### config.mk
export PLATFORM = sky130hd
export DESIGN_NAME = alu_nibble_serial_adder
export DESIGN_NICKNAME = d
export VERILOG_FILES = /design/src/rtl/alu_nibble_serial_adder.sv
export SDC_FILE = /design/constraint.sdc
export NUM_CORES = 1
export LEC_CHECK = 0
export CAP_MARGIN = 20
export CORE_UTILIZATION = 53
export DETAILED_ROUTE_END_ITERATION = 16
export PLACE_DENSITY = 0.87
export SLEW_MARGIN = 20
export SYNTH_ARGS = -nofsm -noshare
export SYNTH_HDL_FRONTEND = slang
export SYNTH_SLANG_ARGS = --single-unit
### constraint.sdc
create_clock -name clk -period 3.3 [get_ports clk]
set_input_delay 0.66 -clock clk [delete_from_list [all_inputs] [get_ports clk]]
set_output_delay 0.66 -clock clk [all_outputs]
set_load 0.02 [all_outputs]
### src/rtl/alu_nibble_serial_adder.sv
// rtl/alu_nibble_serial_adder.sv - nibble-serial add/subtract sequencer around an external 4-bit adder slice
//
// Purpose:
//   Accepts an ADD/SUB/ADC/SBB request over a valid/ready handshake and walks the
//   operands through an external combinational 4-bit full-adder slice one nibble
//   per cycle, LSB first. The carry is held between nibbles. The result, with
//   carry/zero/overflow flags, is returned over a valid/ready handshake.
//
// Ports:
//   clk, rst_n              clock (rising edge), asynchronous active-low reset
//   in_valid/in_ready       request handshake
//   in_a, in_b              operands (DATA_W bits)
//   in_op                   00 ADD, 01 SUB, 10 ADC, 11 SBB
//   in_cin                  carry-in (ADC) / borrow-in (SBB)
//   fa_a, fa_b, fa_cin      nibble operands and carry to the adder slice (0 outside RUN)
//   fa_s, fa_cout           sum nibble and carry-out from the adder slice
//   out_valid/out_ready     result handshake
//   out_sum                 result
//   out_cout                final carry (1 = no borrow for SUB/SBB)
//   out_zero, out_ovf       result-is-zero and two's-complement overflow flags
//
// Configuration macro:
//   ALU_SERIAL_BACK2BACK_EN - when defined, DONE can hand off straight to RUN if a
//   new request arrives in the same cycle the result is taken.

module alu_nibble_serial_adder #(
    parameter int DATA_W = 16
) (
    input  logic              clk,
    input  logic              rst_n,
    input  logic              in_valid,
    output logic              in_ready,
    input  logic [DATA_W-1:0] in_a,
    input  logic [DATA_W-1:0] in_b,
    input  logic [1:0]        in_op,
    input  logic              in_cin,
    output logic [3:0]        fa_a,
    output logic [3:0]        fa_b,
    output logic              fa_cin,
    input  logic [3:0]        fa_s,
    input  logic              fa_cout,
    output logic              out_valid,
    input  logic              out_ready,
    output logic [DATA_W-1:0] out_sum,
    output logic              out_cout,
    output logic              out_zero,
    output logic              out_ovf
);

    localparam int NIBBLES = DATA_W / 4;
    localparam int IDX_W   = (NIBBLES > 1) ? $clog2(NIBBLES) : 1;
    localparam logic [IDX_W-1:0] LAST_IDX = IDX_W'(NIBBLES - 1);

    typedef enum logic [1:0] {
        S_IDLE = 2'd0,
        S_RUN  = 2'd1,
        S_DONE = 2'd2
    } state_t;

    state_t              r_state;
    state_t              w_state_next;
    logic [IDX_W-1:0]    r_idx;
    logic                r_carry;
    logic [DATA_W-1:0]   r_a;
    logic [DATA_W-1:0]   r_b;
    logic [DATA_W-1:0]   r_sum;
    logic                r_cout;
    logic                r_zero;
    logic                r_ovf;

    logic                w_accept;
    logic                w_run;
    logic [DATA_W-1:0]   w_b_in;
    logic                w_carry_in;
    logic [DATA_W-1:0]   w_sum_next;

    // Subtraction is A + ~B + 1; the borrow-in of SBB becomes an inverted carry-in.
    assign w_b_in = in_op[0] ? ~in_b : in_b;

    always_comb begin
        w_carry_in = 1'b0;
        case (in_op)
            2'b00:   w_carry_in = 1'b0;
            2'b01:   w_carry_in = 1'b1;
            2'b10:   w_carry_in = in_cin;
            default: w_carry_in = ~in_cin;
        endcase
    end

    always_ff @(posedge clk or negedge rst_n) begin
        if (!rst_n) begin
            r_state <= S_IDLE;
        end else begin
            r_state <= w_state_next;
        end
    end

    always_comb begin
        w_state_next = r_state;
        in_ready     = 1'b0;
        out_valid    = 1'b0;
        w_accept     = 1'b0;
        w_run        = 1'b0;
        fa_a         = 4'd0;
        fa_b         = 4'd0;
        fa_cin       = 1'b0;
        case (r_state)
            S_IDLE: begin
                in_ready = 1'b1;
                if (in_valid) begin
                    w_accept     = 1'b1;
                    w_state_next = S_RUN;
                end
            end
            S_RUN: begin
                w_run  = 1'b1;
                fa_a   = r_a[r_idx*4 +: 4];
                fa_b   = r_b[r_idx*4 +: 4];
                fa_cin = r_carry;
                if (r_idx == LAST_IDX) begin
                    w_state_next = S_DONE;
                end
            end
            S_DONE: begin
                out_valid = 1'b1;
`ifdef ALU_SERIAL_BACK2BACK_EN
                in_ready = out_ready;
                if (out_ready && in_valid) begin
                    w_accept     = 1'b1;
                    w_state_next = S_RUN;
                end else if (out_ready) begin
                    w_state_next = S_IDLE;
                end
`else
                if (out_ready) begin
                    w_state_next = S_IDLE;
                end
`endif
            end
            default: w_state_next = S_IDLE;
        endcase
    end

    // Sum as it will look after this edge; the final-nibble flags are taken from it
    // so they are registered on the same edge that enters DONE.
    always_comb begin
        w_sum_next = r_sum;
        w_sum_next[r_idx*4 +: 4] = fa_s;
    end

    always_ff @(posedge clk or negedge rst_n) begin
        if (!rst_n) begin
            r_idx   <= '0;
            r_carry <= 1'b0;
            r_a     <= '0;
            r_b     <= '0;
            r_sum   <= '0;
            r_cout  <= 1'b0;
            r_zero  <= 1'b0;
            r_ovf   <= 1'b0;
        end else if (w_accept) begin
            r_a     <= in_a;
            r_b     <= w_b_in;
            r_carry <= w_carry_in;
            r_idx   <= '0;
        end else if (w_run) begin
            r_sum   <= w_sum_next;
            r_carry <= fa_cout;
            if (r_idx == LAST_IDX) begin
                r_idx  <= '0;
                r_cout <= fa_cout;
                r_zero <= (w_sum_next == '0);
                r_ovf  <= (r_a[DATA_W-1] == r_b[DATA_W-1]) &&
                          (w_sum_next[DATA_W-1] != r_a[DATA_W-1]);
            end else begin
                r_idx <= r_idx + IDX_W'(1);
            end
        end
    end

    assign out_sum  = r_sum;
    assign out_cout = r_cout;
    assign out_zero = r_zero;
    assign out_ovf  = r_ovf;

endmodule
==> Word level (Yosys, flattened, before mapping) <==
Index checks and enable logic that the tools add are counted.
{ "word_totals": {"ff_bits": 56, "latchBits": 0, "ramBits": 0, "mem_bits_ro": 0, "inputBits": 44, "elab_cells": 56, "mem_count": 0} }
{ "op_classes": {"add_sub_neg": 2, "multipliers": 0, "n_div": 0, "magnitude_cmp": 0, "eq_ne": 10, "shift": 4, "n_mux": 20, "bitwise": 3, "reduce_logical": 8} }
{ "op_table": {"columns": ["op", "n"], "rows": [
  ["negator 4 -> 34 bit", 1],
  ["variable shift 4 x 34 -> 16 bit (first input constant)", 1],
  ["indexed part select 4 x 34 -> 16 bit", 1],
  ["indexed part select 16 x 5 -> 4 bit", 2],
  ["bitwise mux 16 bit", 1],
  ["logical NOT 16 bit", 1],
  ["2-to-1 mux 16 bit", 1],
  ["NOT 16 bit", 1],
  ["2-to-1 mux 2 bit", 6],
  ["2-to-1 mux 1 bit", 8],
  ["2-to-1 mux 4 bit", 2],
  ["equality test 2 bit (second input constant)", 3],
  ["!= test 2 bit (second input constant)", 3],
  ["one-hot mux 2 bit (3 select lines)", 1],
  ["AND reduction 3 bit", 2],
  ["equality test 2 x 1 -> 1 bit (second input constant)", 2],
  ["logical NOT 2 bit", 2],
  ["one-hot mux 1 bit (3 select lines)", 1],
  ["adder 2 x 1 -> 2 bit (second input constant)", 1],
  ["NOT 1 bit", 2],
  ["AND reduction 2 bit", 1],
  ["nonzero test 2 bit", 1],
  ["equality test 1 bit", 1],
  ["logical AND 1 bit", 1],
  ["!= test 1 bit", 1]
]} }

==> Longest topological paths before layout <==
{ "logic_depth": {"ltp_word": 5, "mapped_depth": 9, "mapped_depth_nobuf": 6} }

==> Worst setup path before layout <==
Ideal clock, no wire load.
{ "synth_path": {"path_kind": "register to register", "startpoint": "register r_idx[1]", "endpoint": "register r_zero (netlist: out_zero)", "arrival_ns": 2.044, "required_time_ns": 3.168, "slack_ns": 1.125, "path_stages_with_launch": 9, "path_buffers": 2, "synth_period_minus_slack_ns": 2.175, "path_cell_list": "dfrtp_1 -> clkbuf_1 -> inv_1 -> ha_1 -> buf_4 -> mux2i_1 -> or3_1 -> o32ai_1 -> o31ai_2"} }
{ "synth_between": {"elab_chain_cells": 4} }
{ "synth_rtl": {"columns": ["item", "line_no", "text"], "rows": [
  ["start, declared", "62", "logic [IDX_W-1:0] r_idx;"],
  ["start signal, assigned", "176", "r_idx <= r_idx + IDX_W'(1);"],
  ["negator 4 -> 34 bit", "148", "w_sum_next[r_idx*4 +: 4] = fa_s;"],
  ["indexed part select 4 x 34 -> 16 bit or variable shift 4 x 34 -> 16 bit (tied branches)", "148", null],
  ["bitwise mux 16 bit", "148", null],
  ["logical NOT 16 bit", "172", "r_zero <= (w_sum_next == '0);"],
  ["end signal, assigned", "172", null],
  ["end, declared", "68", "logic r_zero;"]
]} }
Parallel ways exist; a longest one is shown, timed or not.
A chain may end at the register's enable or synchronous reset.

==> Worst setup path after layout <==
{ "layout_path": {"startpoint": "register r_idx[0]", "endpoint": "output port fa_b[1]"} }
{ "layout_between": {"elab_chain_cells": 2} }
{ "layout_rtl": {"columns": ["item", "line_no", "text"], "rows": [
  ["indexed part select 16 x 5 -> 4 bit", "118", "fa_b = r_b[r_idx*4 +: 4];"],
  ["2-to-1 mux 4 bit", "107", "case (r_state)"],
  ["end, declared", "38", "output logic [3:0] fa_b,"]
]} }
No other way between the ends.

==> metrics.csv <==
metric,value,unit
start_util,55.7,%
setup_slack,0.333,ns
setup_viol,0,
layout.nets,409,
synth.most_common_cell,nand2_1,
powerDensity,925,nW/um2
ys_top_cells_by_count,"89 x nand2_1, 56 x dfrtp_1, 17 x xnor2_1, 16 x o21ai_1, 11 x and2_1",
clock_skew,0.00593,ns
synth_top_area_share,48.9,%
ys_ff_latch,56,
register_area,1400,um2
ys_warn_count,0,
cp-start-kind,register,
worstPathMaxFanout,10,
die_h,75.5,um
drc,0,
synth.distinct_cells,42,
critPathSlowestCell,dfrtp_1,
relSlewSlack,49.7,%
clock-sinks,56,
synth.net_count,340,
pwr-share-comb,53.4,%
worstPathCellList,mux4_2 > and2_1 > clkdlybuf4s50_1,
dr.first_iter.drc_count,142,
drt_pass1_iterations,4,
synth_edf_count,0,
hpwlAfterDp,4550,um
tightest_slew,0.754,ns
ctsResizeCount,0,
cts_made_buffers,5,
design_area,3700,um2
core_area,5140,um2
timing.rr.end,out_zero$_DFFE_PN0P_,
required,2.64,ns
cts_buffer_depth,2,
gp_congestion,0.796,
num_io_pins,74,
chipWidth,75.5,um
drv_slew,0,
diodes,0,
via_count,2354,
syn_area_per_cell,9.88,um2
wl_per_cell,14.4,um
clk_latency,0.31,ns
fillers,416,
cts_tree,built,
path_clk_slew,0.09,ns
finalCritPeriodShare,89.9,%
rsz0062_at_grt,false,
rr_startpoint,r_idx[0]$_DFFE_PN0P_,
postPlaceCellArea,3630,um2
grt_remaining_overflow,0,
p_leak,1.61,nW
postCtsHoldBufs,0,
cts_setup_buffers,0,
viasPerCell,5.49,
multi_input_comb_area,1360,um2
max_stage_delay,0.71,ns
grt_first_pass_wirelength,10300,um
cp.buffers_inverters,1,
finalHoldViolCount,0,
period_minus_slack,2.97,ns
p_int,2.03,mW
yosys.area.top_type,dfrtp_1,
pwr-share-seq,36.2,%
regToRegSetupSlack,0.76,ns
synth_area_leaders,"dfrtp_1 49%, nand2_1 12%, mux4_2 6.3%, xnor2_1 5.2%, o21ai_1 2.8%",
async_reset_ff_share,100,%
wl,6180,um
grt_usage,24.4,%
cp_top_family,flip-flops,
post-place-ws,0.653,ns
max-vdd-ir-drop,0.000508,V
whs,0.409,ns
arrival,2.31,ns
antenna_left,0,
layout-drive-gt1-share,6.69,%
p_clk_share,10.4,%
grt_pass1_vias,2243,
synth_seq_area_share,48.9,%
antenna_found_initial,0,
max_freq,0.337,GHz
num_rows,26,
p_sw,1.40,mW
cts-root-buf,clkbuf_8,
die_area,5700,um2
syn_area,2860,um2
max_cap_violations,0,
syn2layout_area_growth,29.3,%
ys.flop_type,dfrtp_1,
port_buffers,73,
switching_share,40.8,%
critPathCaptureType,primary output,
path_class,reg2out,
syn_inst,290,
cts.htree.levels,2,
tns,0,ns
fin_cells,429,
reg2regPathDepth,7,
grt_max_degree,36,
status,"complete, no violations",
placedCellCount,422,
hp-class,in2async,
## per-stage QoR
stage / power [mW] / utilization (%)
2_1_floorplan: 2.45 / -
3_5_place_dp: 3.08 / 70.5
5_1_grt: 3.68 / 72.1
4_1_cts: 3.44 / 72.1
6_report: 3.42 / 72.1
3_3_place_gp: 3.02 / 70.5
## worst register-to-register path, cell delays in order, from the launching register on
cell and delay (ns):
dfrtp_1 0.71, buf_4 0.28, inv_1 0.12, ha_1 0.44, or3b_1 0.43, o21a_1 0.20
o21ai_1 0.17, o31ai_2 0.08
## flip-flops by register name (all words and copies together), names as in the netlist
register / count
out_cout: 1
out_ovf: 1
out_sum: 16
out_zero: 1
r_a: 16
r_b: 16
r_carry: 1
r_idx: 2
r_state: 2
## cell type report
| class | count | area share, % |
|---|---|---|
| well taps | 70 | 2.36 |
| clock buffers | 6 | 1.96 |
| repair buffers | 79 | 20.8 |
| multi-input cells | 214 | 36.6 |
| inverters | 3 | 0.304 |
| flip-flops and latches | 56 | 37.8 |
| clock inverters | 1 | 0.135 |
## kinds of logic (layout without fill, tap and decap cells)
logic type,Yosys count,in the layout,share of synthesized area [%]
simple gates,128,128,20.1
buf+inv,20,89,3.76
compound gates,53,53,12.4
fa+ha+maj,6,6,2.62
flops,56,56,48.9
xor+xnor,17,17,5.20
mux,10,10,7.03
## power groups by stage
stage / Clock [mW] / Combinational [mW] / Sequential [mW]
after global placement: 0 / 1.78 / 1.24
after detailed placement: 0 / 1.83 / 1.25
after CTS: 0.361 / 1.84 / 1.24
final: 0.357 / 1.83 / 1.24
after floorplan: 0 / 1.17 / 1.28
after global routing: 0.385 / 2.01 / 1.29
## per-layer routing
layer / wire length (um) / vias to the layer above / global-route usage (%)
li1: - / 1130 / -
met5: 0 / - / 0
met2: 3060 / 98 / 40.3
met1: 2600 / 1114 / 31.8
met3: 406 / 12 / 5.29
met4: 111 / 0 / 9.47
## worst max-delay path by stage
stage	startpoint	cells past startpoint	slack, ns	end
2_1_floorplan	r_idx[1]$_DFFE_PN0P_	8	1.12	out_zero$_DFFE_PN0P_
3_5_place_dp	r_idx[0]$_DFFE_PN0P_	3	0.65	fa_b[1]
4_1_cts	r_idx[0]$_DFFE_PN0P_	3	0.30	fa_b[1]
5_1_grt	r_idx[0]$_DFFE_PN0P_	3	0.18	fa_a[3]
6_report	r_idx[0]$_DFFE_PN0P_	3	0.33	fa_b[1]
3_3_place_gp	r_idx[0]$_DFFE_PN0P_	3	0.63	fa_a[3]
## cells in the final DEF, fill, tap and decap left out, drive strengths merged, types with 2 or more instances in the layout
cell           instances
buf                    7
nand2                 89
o31ai                  8
mux4                   8
inv                    3
xnor2                 17
nand3                  3
dfrtp                 56
nor4                   2
nor2                   6
and2                  11
nor3                   2
nor2b                  3
nand3b                 2
ha                     6
a22o                   7
a31oi                  2
or3                    2
clkdlybuf4s50         72
o21ai                 24
nand2b                 4
clkbuf                 6
o21bai                 2
No activity file was read; power rests on OpenSTA's default activity.
